File: src/rtl/eth_phy_10g.sv
// eth_phy_10g: 10GBASE-R PCS datapath between a 64-bit XGMII and a 64b/66b SerDes.
// The TX side encodes XGMII words into 66-bit blocks and scrambles them, or emits
// PRBS31 when the TX test mode is on. The RX side does block lock (bitslip
// requests), BER monitoring, descrambling, decoding, frame-sequence checking and
// PRBS31 error counting.
// Ports:
//   clk, rst                             clock, asynchronous active-high reset
//   xgmii_txd/txc   -> serdes_tx_data/hdr    TX path, one cycle of latency
//   serdes_rx_data/hdr -> xgmii_rxd/rxc      RX path, one cycle of latency
//   serdes_rx_bitslip, serdes_rx_reset_req   single-cycle requests to the SerDes
//   tx_bad_block, rx_bad_block, rx_sequence_error, rx_error_count   per-block flags
//   rx_block_lock, rx_high_ber, rx_status    link status
//   cfg_tx_prbs31_enable, cfg_rx_prbs31_enable   PRBS31 test modes
module eth_phy_10g #(
    parameter int DATA_WIDTH = 64,
    parameter int CTRL_WIDTH = DATA_WIDTH / 8,
    parameter int HDR_WIDTH  = 2
) (
    input  logic                  clk,
    input  logic                  rst,
    input  logic [DATA_WIDTH-1:0] xgmii_txd,
    input  logic [CTRL_WIDTH-1:0] xgmii_txc,
    output logic [DATA_WIDTH-1:0] xgmii_rxd,
    output logic [CTRL_WIDTH-1:0] xgmii_rxc,
    output logic [DATA_WIDTH-1:0] serdes_tx_data,
    output logic [HDR_WIDTH-1:0]  serdes_tx_hdr,
    input  logic [DATA_WIDTH-1:0] serdes_rx_data,
    input  logic [HDR_WIDTH-1:0]  serdes_rx_hdr,
    output logic                  serdes_rx_bitslip,
    output logic                  serdes_rx_reset_req,
    output logic                  tx_bad_block,
    output logic                  rx_bad_block,
    output logic                  rx_sequence_error,
    output logic [6:0]            rx_error_count,
    output logic                  rx_block_lock,
    output logic                  rx_high_ber,
    output logic                  rx_status,
    input  logic                  cfg_tx_prbs31_enable,
    input  logic                  cfg_rx_prbs31_enable
);
    localparam logic [1:0]  SYNC_DATA = 2'b01;
    localparam logic [1:0]  SYNC_CTRL = 2'b10;
    localparam logic [63:0] IDLE_WORD = 64'h0707070707070707;
    localparam logic [63:0] ERR_WORD  = 64'hFEFEFEFEFEFEFEFE;

    typedef enum logic [2:0] {BLK_DATA, BLK_IDLE, BLK_START, BLK_TERM, BLK_ERR} blk_kind_t;
    typedef enum logic {FR_IDLE, FR_FRAME} frame_t;

    // ---------------- TX encode ----------------
    logic [CTRL_WIDTH-1:0] tx_lane_idle;
    genvar gi;
    generate
        for (gi = 0; gi < CTRL_WIDTH; gi++) begin : g_tx_lane
            assign tx_lane_idle[gi] = (xgmii_txd[8*gi +: 8] == 8'h07);
        end
    endgenerate

    logic [63:0] enc_payload;
    logic [1:0]  enc_hdr;
    logic        enc_bad;

    always_comb begin
        enc_hdr     = SYNC_CTRL;
        enc_payload = {{8{7'h1E}}, 8'h1E};   // error block unless a valid pattern matches
        enc_bad     = 1'b1;
        if (xgmii_txc == 8'h00) begin
            enc_hdr     = SYNC_DATA;
            enc_payload = xgmii_txd;
            enc_bad     = 1'b0;
        end else if (xgmii_txc == 8'hFF && &tx_lane_idle) begin
            enc_payload = {56'd0, 8'h1E};
            enc_bad     = 1'b0;
        end else if (xgmii_txc == 8'h01 && xgmii_txd[7:0] == 8'hFB) begin
            enc_payload = {xgmii_txd[63:8], 8'h78};
            enc_bad     = 1'b0;
        end else if (xgmii_txc == 8'hFF && xgmii_txd[7:0] == 8'hFD && &tx_lane_idle[7:1]) begin
            enc_payload = {56'd0, 8'h87};
            enc_bad     = 1'b0;
        end
    end

    // Scrambler x^58+x^39+1, LSB first; the state shifts in scrambled bits.
    logic [57:0] scr_q, scr_d;
    logic [63:0] scr_out;
    always_comb begin
        scr_d   = scr_q;
        scr_out = '0;
        for (int i = 0; i < 64; i++) begin
            scr_out[i] = enc_payload[i] ^ scr_d[38] ^ scr_d[57];
            scr_d      = {scr_d[56:0], scr_out[i]};
        end
    end

    // PRBS31 generator: 66 bits per cycle, bits 0/1 form the header.
    logic [30:0] prbs_tx_q, prbs_tx_d;
    logic [65:0] prbs_tx_bits;
    always_comb begin
        prbs_tx_d    = prbs_tx_q;
        prbs_tx_bits = '0;
        for (int i = 0; i < 66; i++) begin
            prbs_tx_bits[i] = prbs_tx_d[30] ^ prbs_tx_d[27];
            prbs_tx_d       = {prbs_tx_d[29:0], prbs_tx_bits[i]};
        end
    end

    always_ff @(posedge clk or posedge rst) begin
        if (rst) begin
            serdes_tx_data <= '0;
            serdes_tx_hdr  <= '0;
            tx_bad_block   <= 1'b0;
            scr_q          <= '1;
            prbs_tx_q      <= '1;
        end else if (cfg_tx_prbs31_enable) begin
            serdes_tx_data <= prbs_tx_bits[65:2];
            serdes_tx_hdr  <= prbs_tx_bits[1:0];
            tx_bad_block   <= 1'b0;
            prbs_tx_q      <= prbs_tx_d;
        end else begin
            serdes_tx_data <= scr_out;
            serdes_tx_hdr  <= enc_hdr;
            tx_bad_block   <= enc_bad;
            scr_q          <= scr_d;
        end
    end

    // ---------------- RX descramble / PRBS check / decode ----------------
    logic hdr_valid;
    assign hdr_valid = (serdes_rx_hdr == SYNC_DATA) || (serdes_rx_hdr == SYNC_CTRL);

    // Descrambler shifts in the received (scrambled) bits, so it self-synchronises.
    logic [57:0] desc_q, desc_d;
    logic [63:0] desc_out;
    always_comb begin
        desc_d   = desc_q;
        desc_out = '0;
        for (int i = 0; i < 64; i++) begin
            desc_out[i] = serdes_rx_data[i] ^ desc_d[38] ^ desc_d[57];
            desc_d      = {desc_d[56:0], serdes_rx_data[i]};
        end
    end

    // Self-synchronous PRBS31 checker: each bit predicted from the prior 31 received.
    logic [65:0] rx_bits;
    logic [30:0] prbs_rx_q, prbs_rx_d;
    logic [6:0]  prbs_err;
    assign rx_bits = {serdes_rx_data, serdes_rx_hdr};
    always_comb begin
        prbs_rx_d = prbs_rx_q;
        prbs_err  = '0;
        for (int i = 0; i < 66; i++) begin
            prbs_err  = prbs_err + {6'd0, prbs_rx_d[30] ^ prbs_rx_d[27] ^ rx_bits[i]};
            prbs_rx_d = {prbs_rx_d[29:0], rx_bits[i]};
        end
    end

    logic [63:0] dec_rxd;
    logic [7:0]  dec_rxc;
    blk_kind_t   dec_kind;
    always_comb begin
        dec_rxd  = ERR_WORD;
        dec_rxc  = 8'hFF;
        dec_kind = BLK_ERR;
        if (serdes_rx_hdr == SYNC_DATA) begin
            dec_rxd  = desc_out;
            dec_rxc  = 8'h00;
            dec_kind = BLK_DATA;
        end else if (serdes_rx_hdr == SYNC_CTRL) begin
            case (desc_out[7:0])
                8'h1E: if (desc_out[63:8] == 56'd0) begin
                    dec_rxd  = IDLE_WORD;
                    dec_kind = BLK_IDLE;
                end
                8'h78: begin
                    dec_rxd  = {desc_out[63:8], 8'hFB};
                    dec_rxc  = 8'h01;
                    dec_kind = BLK_START;
                end
                8'h87: begin
                    dec_rxd  = {IDLE_WORD[63:8], 8'hFD};
                    dec_kind = BLK_TERM;
                end
                default: ;
            endcase
        end
    end

    // Frame FSM: state register, next state, output.
    frame_t frame_q, frame_d;
    logic   seq_err_d;
    logic   fsm_active;
    assign fsm_active = ~cfg_rx_prbs31_enable;

    always_ff @(posedge clk or posedge rst) begin
        if (rst) frame_q <= FR_IDLE;
        else     frame_q <= frame_d;
    end

    always_comb begin
        frame_d = frame_q;
        if (fsm_active) begin
            case (dec_kind)
                BLK_START: frame_d = FR_FRAME;
                BLK_TERM,
                BLK_IDLE:  frame_d = FR_IDLE;
                default:   ;   // data keeps the state; error blocks are reported separately
            endcase
        end
    end

    always_comb begin
        seq_err_d = 1'b0;
        if (fsm_active) begin
            if (frame_q == FR_IDLE)
                seq_err_d = (dec_kind == BLK_DATA) || (dec_kind == BLK_TERM);
            else
                seq_err_d = (dec_kind == BLK_START) || (dec_kind == BLK_IDLE);
        end
    end

    always_ff @(posedge clk or posedge rst) begin
        if (rst) begin
            xgmii_rxd         <= '0;
            xgmii_rxc         <= '0;
            rx_bad_block      <= 1'b0;
            rx_sequence_error <= 1'b0;
            rx_error_count    <= '0;
            desc_q            <= '1;
            prbs_rx_q         <= '1;
        end else begin
            desc_q <= desc_d;
            if (cfg_rx_prbs31_enable) begin
                xgmii_rxd         <= IDLE_WORD;
                xgmii_rxc         <= 8'hFF;
                rx_bad_block      <= 1'b0;
                rx_sequence_error <= 1'b0;
                rx_error_count    <= prbs_err;
                prbs_rx_q         <= prbs_rx_d;
            end else begin
                xgmii_rxd         <= dec_rxd;
                xgmii_rxc         <= dec_rxc;
                rx_bad_block      <= (dec_kind == BLK_ERR);
                rx_sequence_error <= seq_err_d;
                rx_error_count    <= '0;
            end
        end
    end

    // ---------------- Block lock, BER monitor, SerDes reset request ----------------
    logic [5:0]  lock_cnt_q, lock_cnt_d, win_cnt_q, win_cnt_d;
    logic [3:0]  inv_cnt_q, inv_cnt_d;
    logic [9:0]  ber_win_q, ber_win_d;
    logic [4:0]  ber_cnt_q, ber_cnt_d, ber_sum;
    logic [11:0] unlock_cnt_q, unlock_cnt_d;
    logic        lock_d, high_ber_d, bitslip_d, reset_req_d;

    always_comb begin
        lock_d     = rx_block_lock;
        lock_cnt_d = lock_cnt_q;
        win_cnt_d  = win_cnt_q;
        inv_cnt_d  = inv_cnt_q;
        bitslip_d  = 1'b0;
        if (!rx_block_lock) begin
            win_cnt_d = '0;
            inv_cnt_d = '0;
            if (!hdr_valid) begin
                lock_cnt_d = '0;
                bitslip_d  = 1'b1;
            end else if (lock_cnt_q == 6'd63) begin
                lock_d     = 1'b1;
                lock_cnt_d = '0;
            end else begin
                lock_cnt_d = lock_cnt_q + 6'd1;
            end
        end else begin
            lock_cnt_d = '0;
            // The 16th bad header wins even when it lands on the last slot of a window.
            if (!hdr_valid && inv_cnt_q == 4'd15) begin
                lock_d    = 1'b0;
                bitslip_d = 1'b1;
                win_cnt_d = '0;
                inv_cnt_d = '0;
            end else if (win_cnt_q == 6'd63) begin
                win_cnt_d = '0;
                inv_cnt_d = '0;
            end else begin
                win_cnt_d = win_cnt_q + 6'd1;
                inv_cnt_d = inv_cnt_q + {3'd0, ~hdr_valid};
            end
        end
    end

    // BER count saturates at 16, which is all the threshold needs.
    always_comb begin
        ber_sum    = ber_cnt_q + {4'd0, ~hdr_valid & (ber_cnt_q != 5'd16)};
        high_ber_d = rx_high_ber | (ber_sum == 5'd16);
        ber_win_d  = ber_win_q + 10'd1;
        ber_cnt_d  = ber_sum;
        if (ber_win_q == 10'd1023) begin
            high_ber_d = (ber_sum == 5'd16);
            ber_cnt_d  = '0;
        end
    end

    always_comb begin
        reset_req_d  = 1'b0;
        unlock_cnt_d = unlock_cnt_q + 12'd1;
        if (rx_block_lock) begin
            unlock_cnt_d = '0;
        end else if (unlock_cnt_q == 12'd4095) begin
            reset_req_d  = 1'b1;
            unlock_cnt_d = '0;
        end
    end

    always_ff @(posedge clk or posedge rst) begin
        if (rst) begin
            rx_block_lock       <= 1'b0;
            rx_high_ber         <= 1'b0;
            rx_status           <= 1'b0;
            serdes_rx_bitslip   <= 1'b0;
            serdes_rx_reset_req <= 1'b0;
            lock_cnt_q          <= '0;
            win_cnt_q           <= '0;
            inv_cnt_q           <= '0;
            ber_win_q           <= '0;
            ber_cnt_q           <= '0;
            unlock_cnt_q        <= '0;
        end else begin
            rx_block_lock       <= lock_d;
            rx_high_ber         <= high_ber_d;
            rx_status           <= lock_d & ~high_ber_d;
            serdes_rx_bitslip   <= bitslip_d;
            serdes_rx_reset_req <= reset_req_d;
            lock_cnt_q          <= lock_cnt_d;
            win_cnt_q           <= win_cnt_d;
            inv_cnt_q           <= inv_cnt_d;
            ber_win_q           <= ber_win_d;
            ber_cnt_q           <= ber_cnt_d;
            unlock_cnt_q        <= unlock_cnt_d;
        end
    end

endmodule

File: config.mk
export PLATFORM = sky130hd
export DESIGN_NAME = eth_phy_10g
export DESIGN_NICKNAME = d
export VERILOG_FILES = /design/src/rtl/eth_phy_10g.sv
export SDC_FILE = /design/constraint.sdc
export NUM_CORES = 1
export LEC_CHECK = 0
export ABC_CLOCK_PERIOD_IN_PS = 30700
export CAP_MARGIN = 10
export CORE_ASPECT_RATIO = 1.1
export CORE_MARGIN = 2
export CORE_UTILIZATION = 60
export DETAILED_ROUTE_END_ITERATION = 16
export PLACE_DENSITY = 0.87
export SLEW_MARGIN = 20
export SYNTH_ARGS = -nofsm -noshare
export SYNTH_HDL_FRONTEND = slang
export SYNTH_SLANG_ARGS = --single-unit
File: constraint.sdc
create_clock -name clk -period 30.7 [get_ports clk]
set_input_delay 6.14 -clock clk [delete_from_list [all_inputs] [get_ports clk]]
set_output_delay 6.14 -clock clk [all_outputs]
set_load 0.01 [all_outputs]
; Word-level counts from Yosys, hierarchy flattened
; Index checks and enable logic that the tools add are counted.
[op_classes]
n_addsub = 71
n_eq_ne = 28
n_mux = 52
bitwise_logic = 460
reduce_logical = 17
[op_table]
columns = operator, count
row1 = two-way mux 64 bit, 8
row2 = XOR 1 bit, 454
row3 = adder 7 x 1 -> 7 bit, 59
row4 = one-hot mux 64 bit (3 select lines), 1
row5 = "== test 8 x 3 -> 1 bit, second input constant", 8
row6 = two-way mux 62 bit, 1
row7 = zero test 56 bit, 1
row8 = two-way mux 6 bit, 6
row9 = "== test 8 bit, second input constant", 4
row10 = two-way mux 8 bit, 4
row11 = two-way mux 12 bit, 2
row12 = two-way mux 1 bit, 18
row13 = "adder 12 x 1 -> 12 bit, second input constant", 1
row14 = "adder 6 x 1 -> 6 bit, second input constant", 2
row15 = "== test 12 bit, second input constant", 1
row16 = "== test 6 bit, second input constant", 2
row17 = two-way mux 4 bit, 3
row18 = "adder 10 x 1 -> 10 bit, second input constant", 1
row19 = "== test 10 bit, second input constant", 1
row20 = two-way mux 3 bit, 3
row21 = one-hot mux 3 bit (3 select lines), 1
row22 = "== test 8 x 1 -> 1 bit, second input constant", 1
row23 = "== test 8 x 5 -> 1 bit, second input constant", 1
row24 = "== test 8 x 7 -> 1 bit, second input constant", 1
row25 = 33 further kinds, 44
[word_totals]
register_bits = 375
in_bits = 142
output_inout_bits = 153
word_cells = 652

; Longest topological paths before layout
; Gate-level depths: netlist of the first run.
[depth]
ltp_word = 68
depth_mapped = 26
mapped_depth_nobuf = 25

; Worst setup path before layout of the first run
; OpenSTA, ideal clock, no wires.
[synth_path]
path_kind = in2reg
from = input port serdes_rx_data[16]
to = register rx_error_count[5]
setup_time_ps = 131
t_arrival_ps = 11948
slack_ps = 18620
cell_stages = 23
n_path_buf = 1
path_cell_list = clkbuf_1 -> xnor2_1 -> xnor2_1 -> fa_1 -> inv_1 -> fa_1 -> inv_1 -> fa_1 -> fa_1 -> fa_1 -> fa_1 -> fa_1 -> inv_1 -> fa_1 -> inv_1 -> ha_1 -> a21o_1 -> a21o_1 -> nand2_1 -> nand2b_1 -> a21oi_1 -> xnor2_1 -> nor2_1
[synth_between]
elab_chain_len = 50
word_cells_on_any_way = 54
classes_between = 48 x add/sub / 1 x mux / 5 x bitwise
[synth_rtl]
columns = item, line
row1 = start: declaration, 27  ; input logic [DATA_WIDTH-1:0] serdes_rx_data,
row2 = XOR 1 bit, 151  ; prbs_err = prbs_err + {6'd0, prbs_rx_d[30] ^ prbs_rx_d[27] ^ rx_bits[i]};
row3 = adder 7 x 1 -> 7 bit (31 in a row), 151
row4 = adder 7 x 1 -> 7 bit (*) (17 in a row), 151
row5 = two-way mux 7 bit (*), 231  ; if (cfg_rx_prbs31_enable) begin
row6 = end signal: assignment, 236  ; rx_error_count <= prbs_err;
row7 = end: declaration, 34  ; output logic [6:0] rx_error_count,
; Mark *: on every way between the ends. The rest lies on a longest branch, timed or not.
; A chain may end at the register's enable or synchronous reset.

; Worst setup path after layout of the first run
[layout_path]
from = input port serdes_rx_data[32]
to = register rx_error_count[4]
[layout_between]
elab_chain_len = 34
word_cells_on_any_way = 38
classes_between = 32 x add/sub / 1 x mux / 5 x bitwise
[layout_rtl]
columns = item, line
row1 = XOR 1 bit, 151
row2 = adder 7 x 1 -> 7 bit (31 in a row), 151
row3 = adder 7 x 1 -> 7 bit (*), 151
row4 = two-way mux 7 bit (*), 231
; Marked as above.

==> results of run 1 <==
logic make-up after synthesis:
family / share of synthesized area, %
xor+xnor: 21.2
compound gates: 8.83
mux: 2.03
flops: 46.4
buf+inv: 4.43
fa+ha+maj: 7.10
simple gates: 10.0
through the flow:
stage                     hold slack (ps)  util, %  std cells
after floorplan                       431        -       1840
after global placement                447     70.2       2456
after detailed placement              460     70.2       2456
after CTS                             468     74.3       2527
after global routing                  488     74.3       2527
final                                 471     74.3       2527
layout by cell type, fill, tap and decap left out, types with 31 or more instances in the layout:
master,netlist,final
a21o_1,54,54
a21oi_1,71,71
clkbuf_16,0,40
clkdlybuf4s50_1,0,292
dfrtp_1,191,191
dfstp_2,178,178
fa_1,56,56
inv_1,101,100
mux2_2,34,34
nand2_1,114,114
nand3_1,40,40
nor2_1,104,104
o21ai_0,80,80
xnor2_1,262,262
xnor3_1,31,31
xor2_1,145,145
cell usage after synthesis (25+ instances only):
cell	count	area share (%)
xnor3_1	31	3.4
nand3_1	40	0.98
nand2_1	114	2.1
o21ai_0	80	2.0
ha_1	26	1.6
fa_1	56	5.5
nor2_1	104	1.9
clkbuf_1	78	1.4
dfrtp_1	191	23
o211ai_1	25	0.92
a21o_1	54	2.0
xnor2_1	262	11
dfstp_2	178	23
a21oi_1	71	1.7
inv_1	101	1.9
mux2_2	34	1.9
nor3_1	26	0.64
xor2_1	145	6.2
final cells by class:
| cell class | count | area, um2 |
|---|---|---|
| multi-input cells | 1251 | 10000 |
| flip-flops and latches | 369 | 9460 |
| fillers | 2242 | 8580 |
| repair buffers | 302 | 3000 |
| clock buffers | 53 | 1130 |
| well taps | 432 | 541 |
| inverters | 102 | 390 |
| clock inverters | 18 | 250 |
worst max-delay path by stage:
stage,to,slack [ps],depth (start not counted)
after floorplan,ber_cnt_q[0],14610,1
after global placement,rx_error_count[5],17690,24
after detailed placement,rx_error_count[5],17650,24
after CTS,rx_error_count[4],18130,24
after global routing,rx_error_count[6],17820,26
final,rx_error_count[4],18140,24
metal layers:
layer  up-vias  routed length [um]  track usage, %
met5         -                   0               0
met4         0                3240            17.3
met3       158                4800            5.53
met2       798               32200            63.6
met1      7383               24200            46.1
li1       6503                   -               -
state kept, by name (all words and copies together), names as in the netlist, 2 cells and up:
register,count
rx_error_count,7
lock_cnt_q,6
win_cnt_q,6
prbs_tx_q,31
unlock_cnt_q,12
inv_cnt_q,4
scr_q,58
prbs_rx_q,31
serdes_tx_data,64
serdes_tx_hdr,2
xgmii_rxd,64
ber_win_q,10
xgmii_rxc,2
ber_cnt_q,5
desc_q,58
worst max-delay path: cells and delay by family:
| family | cells | cell delay [ps] |
|---|---|---|
| and+or+nand+nor | 3 | 340 |
| xor gates and xnor gates | 3 | 530 |
| AOI/OAI and AO/OA | 1 | 90 |
| buffers and inverters | 7 | 1200 |
| adders and majority gates | 10 | 4620 |
==> flow_summary.yaml, run 1 <==
sta:
  hold_viol: 0
  timing.fmax_mhz: 79.6
  min_period_over_period_pct: 40.9
  clock-skew-final_ps: 32.9
  drv_slew: 0
  setup_ws_ps: 18140
  rsz0062_at_grt: "false"
  worst_pin_slew_ps: 1050
  slew_headroom_pct: 30.3
  tns_ps: 0
  fin_crit_ps: 12560
  setup_viol: 0
worst_setup_path:
  worst_path_max_delay_cell: "clkdlybuf4s50_1"
  reg2reg_depth: 23
  crit_top_cell: "fa_1"
  path_cells: "clkdlybuf4s50_1, xor2_1, xnor2_1, fa_1, inv_1, fa_1, inv_1, fa_1, inv_1, fa_1, fa_1, fa_1, inv_1, fa_1, fa_1, inv_1, ha_1, inv_1, fa_1, nor2b_1, o21ai_0, nand2b_1, xnor2_1, nor2_1"
  crit_type: "in -> reg"
  critPathCaptureType: "flop"
  crit_path_max_incr_delay_ps: 850
  cp.required_ps: 31070
  reg2reg_slack_ps: 24070
  critPathMaxFanout: 5
  arrival_ps: 12930
  reg2reg_from: "prbs_rx_q[17]"
  timing.rr.end: "rx_error_count[4]"
  crit_path_start_kind: "input port"
  cp-startpoint: "serdes_rx_data[32]"
grt:
  grt_pass1_wl_um: 96400
  antenna_found_initial: 0
  grt_overflow_total: 0
  grtUsageTotal_pct: 36.9
  grt_pass1_vias: 15400
  grt_start_max_net_pins: 137
logic_synthesis:
  synth_cell_types: 71
  ys.warnings.count: 0
  syn_avg_cell_area_um2: 11.1
  syn_area_um2: 20400
  synth-async-reset-ratio_pct: 100
  seq_area_frac_synth_pct: 46.4
  ys_ff_latch: 369
  synth-edff-count: 0
  syn-num-nets: 2064
  synth-main-ff-cell: "dfrtp_1"
  synthCells: 1840
clock_tree:
  cts_buffers: 39
  clk_pin_slew_ps: 60
  cts_tree: "built"
  cts-resized-gates: 0
  clk-insertion-delay-late_ps: 550
  post_cts_buffers: 0
  clockBufferDepth: 3
  cts-root-buf: "clkbuf_16"
  clock_sinks: 369
  ctsHtreeMaxLevel: 2
  holdBufCountCts: 0
die:
  row_count: 70
  die-area_um2: 35500
  initial_core_util_pct: 61.1
  dieWidth_um: 180
  die_h_um: 197
  design.core.area_um2: 33400
  num_io_pins: 295
route:
  drt_iter0_markers: 1215
  drc: 0
  vias: 14800
  finalWirelength_um: 64500
  firstDrtPassIters: 6
  antenna_left: 0
  wl_per_cell_um: 25.5
  avgViaCountPerCell: 5.87
worst_hold_path:
  hold_depth: 1
  worstHoldEndpoint: "win_cnt_q[0]"
  hold_path.class: "reg -> reg"
  hp-start: "win_cnt_q[0]"
cells_and_area:
  final_nets: 2289
  final_area_um2: 24800
  antenna_cells: 0
  post_route_cells_drive_above_1_share_pct: 14.7
  area_delta_synth_final_pct: 21.6
place:
  placed_cell_area_um2: 23400
  post-place-ws_ps: 17650
  dpl.hpwl_um: 49700
  place.gp.congestion: 1.03
  port-buffer-count: 294
run_status:
  outcome: "completed"
run:
  cap_violations: 0
Power of run 1 is not shown: default switching activity piles up to over one toggle a cycle in this logic, so the estimate is an artifact.
==> inputs of run 2 (changes only) <==
- ABC_CLOCK_PERIOD_IN_PS: 30700 -> 10500
- CORE_UTILIZATION: 60 -> 50
- PLACE_DENSITY: 0.87 -> 0.77
- clock period: 30.7 -> 10.5 ns (I/O delays scaled with it)
==> run 2 against run 1 <==
Net effect:
- sequential cell count is the same
- die area grew 20%
- critical path depth grew 1
- clock-buffer cell count grew 2
- first-iteration DRC count grew 5.9%
- final cell count grew 3.4%
- non-clock buffer count grew 3
- highest routed layer is now met5
==> flow_summary.yaml, run 2 (same netlist as run 1, synthesis figures left out) <==
run_status:
  outcome: "completed"
route:
  wl_per_cell_um: 23.7
  drt_iter0_markers: 1287
  finalWirelength_um: 62000
  avgViaCountPerCell: 5.63
  wl_met1_um: 25200
  drc: 0
  firstDrtPassIters: 5
  antenna_left: 0
  routed.top_layer: "met5"
  met2WireLength_um: 29100
  wl_met3_um: 4810
  vias: 14700
cells_and_area:
  final_area_um2: 24900
  antenna_cells: 0
  reg_top3: "serdes_tx_data: 64 flops, xgmii_rxd: 64 flops"
  area_delta_synth_final_pct: 22.3
  final_common_cell: "clkdlybuf4s50_1"
  fillers: 3153
  seqCellArea_um2: 9460
  final_cell_mix: "clkdlybuf4s50_1 (292), xnor2_1 (262), dfrtp_1 (191)"
  final_nets: 2293
  post_route_cells_drive_above_1_share_pct: 14.9
  multiInputGateArea_um2: 10000
run:
  cap_violations: 0
worst_hold_path:
  worstHoldEndpoint: "lock_cnt_q[0]"
  hold_depth: 1
  hp-start: "lock_cnt_q[0]"
  hold_path.class: "reg -> reg"
place:
  placed_cell_area_um2: 23500
  post-place-ws_ps: 1480
  port-buffer-count: 294
  place.gp.congestion: 0.994
  dpl.hpwl_um: 47800
clock_tree:
  cts-root-buf: "clkbuf_16"
  holdBufCountCts: 0
  ctsHtreeMaxLevel: 2
  post_cts_buffers: 0
  cts-resized-gates: 0
  clk_pin_slew_ps: 60
  cts_buffers: 40
  clk-insertion-delay-late_ps: 570
  clock_sinks: 369
  clockBufferDepth: 3
  cts_tree: "built"
worst_setup_path:
  reg2reg_slack_ps: 3910
  crit_path_max_incr_delay_ps: 850
  arrival_ps: 8950
  critPathCaptureType: "flop"
  crit_type: "in -> reg"
  worst_path_max_delay_cell: "clkdlybuf4s50_1"
  critPathMaxFanout: 6
  crit_top_cell: "fa_1"
  reg2reg_depth: 25
  timing.rr.end: "rx_error_count[6]"
  crit_path_start_kind: "input port"
  cp.required_ps: 10970
  reg2reg_from: "prbs_rx_q[29]"
grt:
  grt_start_max_net_pins: 175
  grt_pass1_wl_um: 93400
  antenna_found_initial: 1
  grt_overflow_total: 0
  grtUsageTotal_pct: 29.7
  grt_pass1_vias: 15100
die:
  num_io_pins: 295
  design.core.area_um2: 40200
  die_h_um: 216
  die-area_um2: 42400
  dieWidth_um: 197
  initial_core_util_pct: 50.7
  row_count: 77
sta:
  drv_slew: 0
  setup_viol: 0
  hold_viol: 0
  worst_pin_slew_ps: 998
  min_period_over_period_pct: 80.8
  fin_crit_ps: 8490
  clock-skew-final_ps: 29.1
  slew_headroom_pct: 33.5
  timing.fmax_mhz: 118
  tns_ps: 0
  rsz0062_at_grt: "false"
  setup_ws_ps: 2010
-- run 2: per-stage QoR --
step / std cells / hold WS (ps) / util (%)
after floorplan: 1840 / 431 / -
after global placement: 2540 / 443 / 58.6
after detailed placement: 2540 / 452 / 58.6
after CTS: 2614 / 460 / 62.1
after global routing: 2614 / 481 / 62.1
final: 2614 / 460 / 62.1
-- run 2: routing by layer --
| layer | vias to the layer above | track usage (%) |
|---|---|---|
| met5 | - | 0 |
| met4 | 2 | 13.4 |
| met3 | 153 | 5.86 |
| met2 | 687 | 47.3 |
| met1 | 7382 | 39.6 |
| li1 | 6496 | - |
-- run 2: final cells by class --
type	count	area share (%)
timing repair buffer	305	12.2
sequential	369	37.9
multi-input combinational	1251	40.2
clock inverter	19	0.923
inverter	102	1.55
tap	513	2.57
clock buffer	55	4.65
-- run 2: how the worst max path moves through the flow --
stage                                   from           endpoint  slack (ps)  cells after the start
after floorplan           serdes_rx_data[16]  rx_error_count[5]        2460                     23
after global routing      serdes_rx_data[11]  rx_error_count[6]        1730                     26
after CTS                 serdes_rx_data[11]  rx_error_count[6]        2060                     26
after global placement    serdes_rx_data[11]  rx_error_count[6]        1570                     26
final                     serdes_rx_data[14]  rx_error_count[6]        2010                     25
after detailed placement  serdes_rx_data[11]  rx_error_count[5]        1480                     24
-- run 2: critical path, delay by kind of cell --
family                   cells  cell delay [ps]
adder cells (fa/ha/maj)     10             4650
buffers and inverters        6             1180
AND/OR/NAND/NOR              5              460
XOR/XNOR                     2              370
AO/OA/AOI/OAI                2              170
Power of run 2 is left out for the same reason.
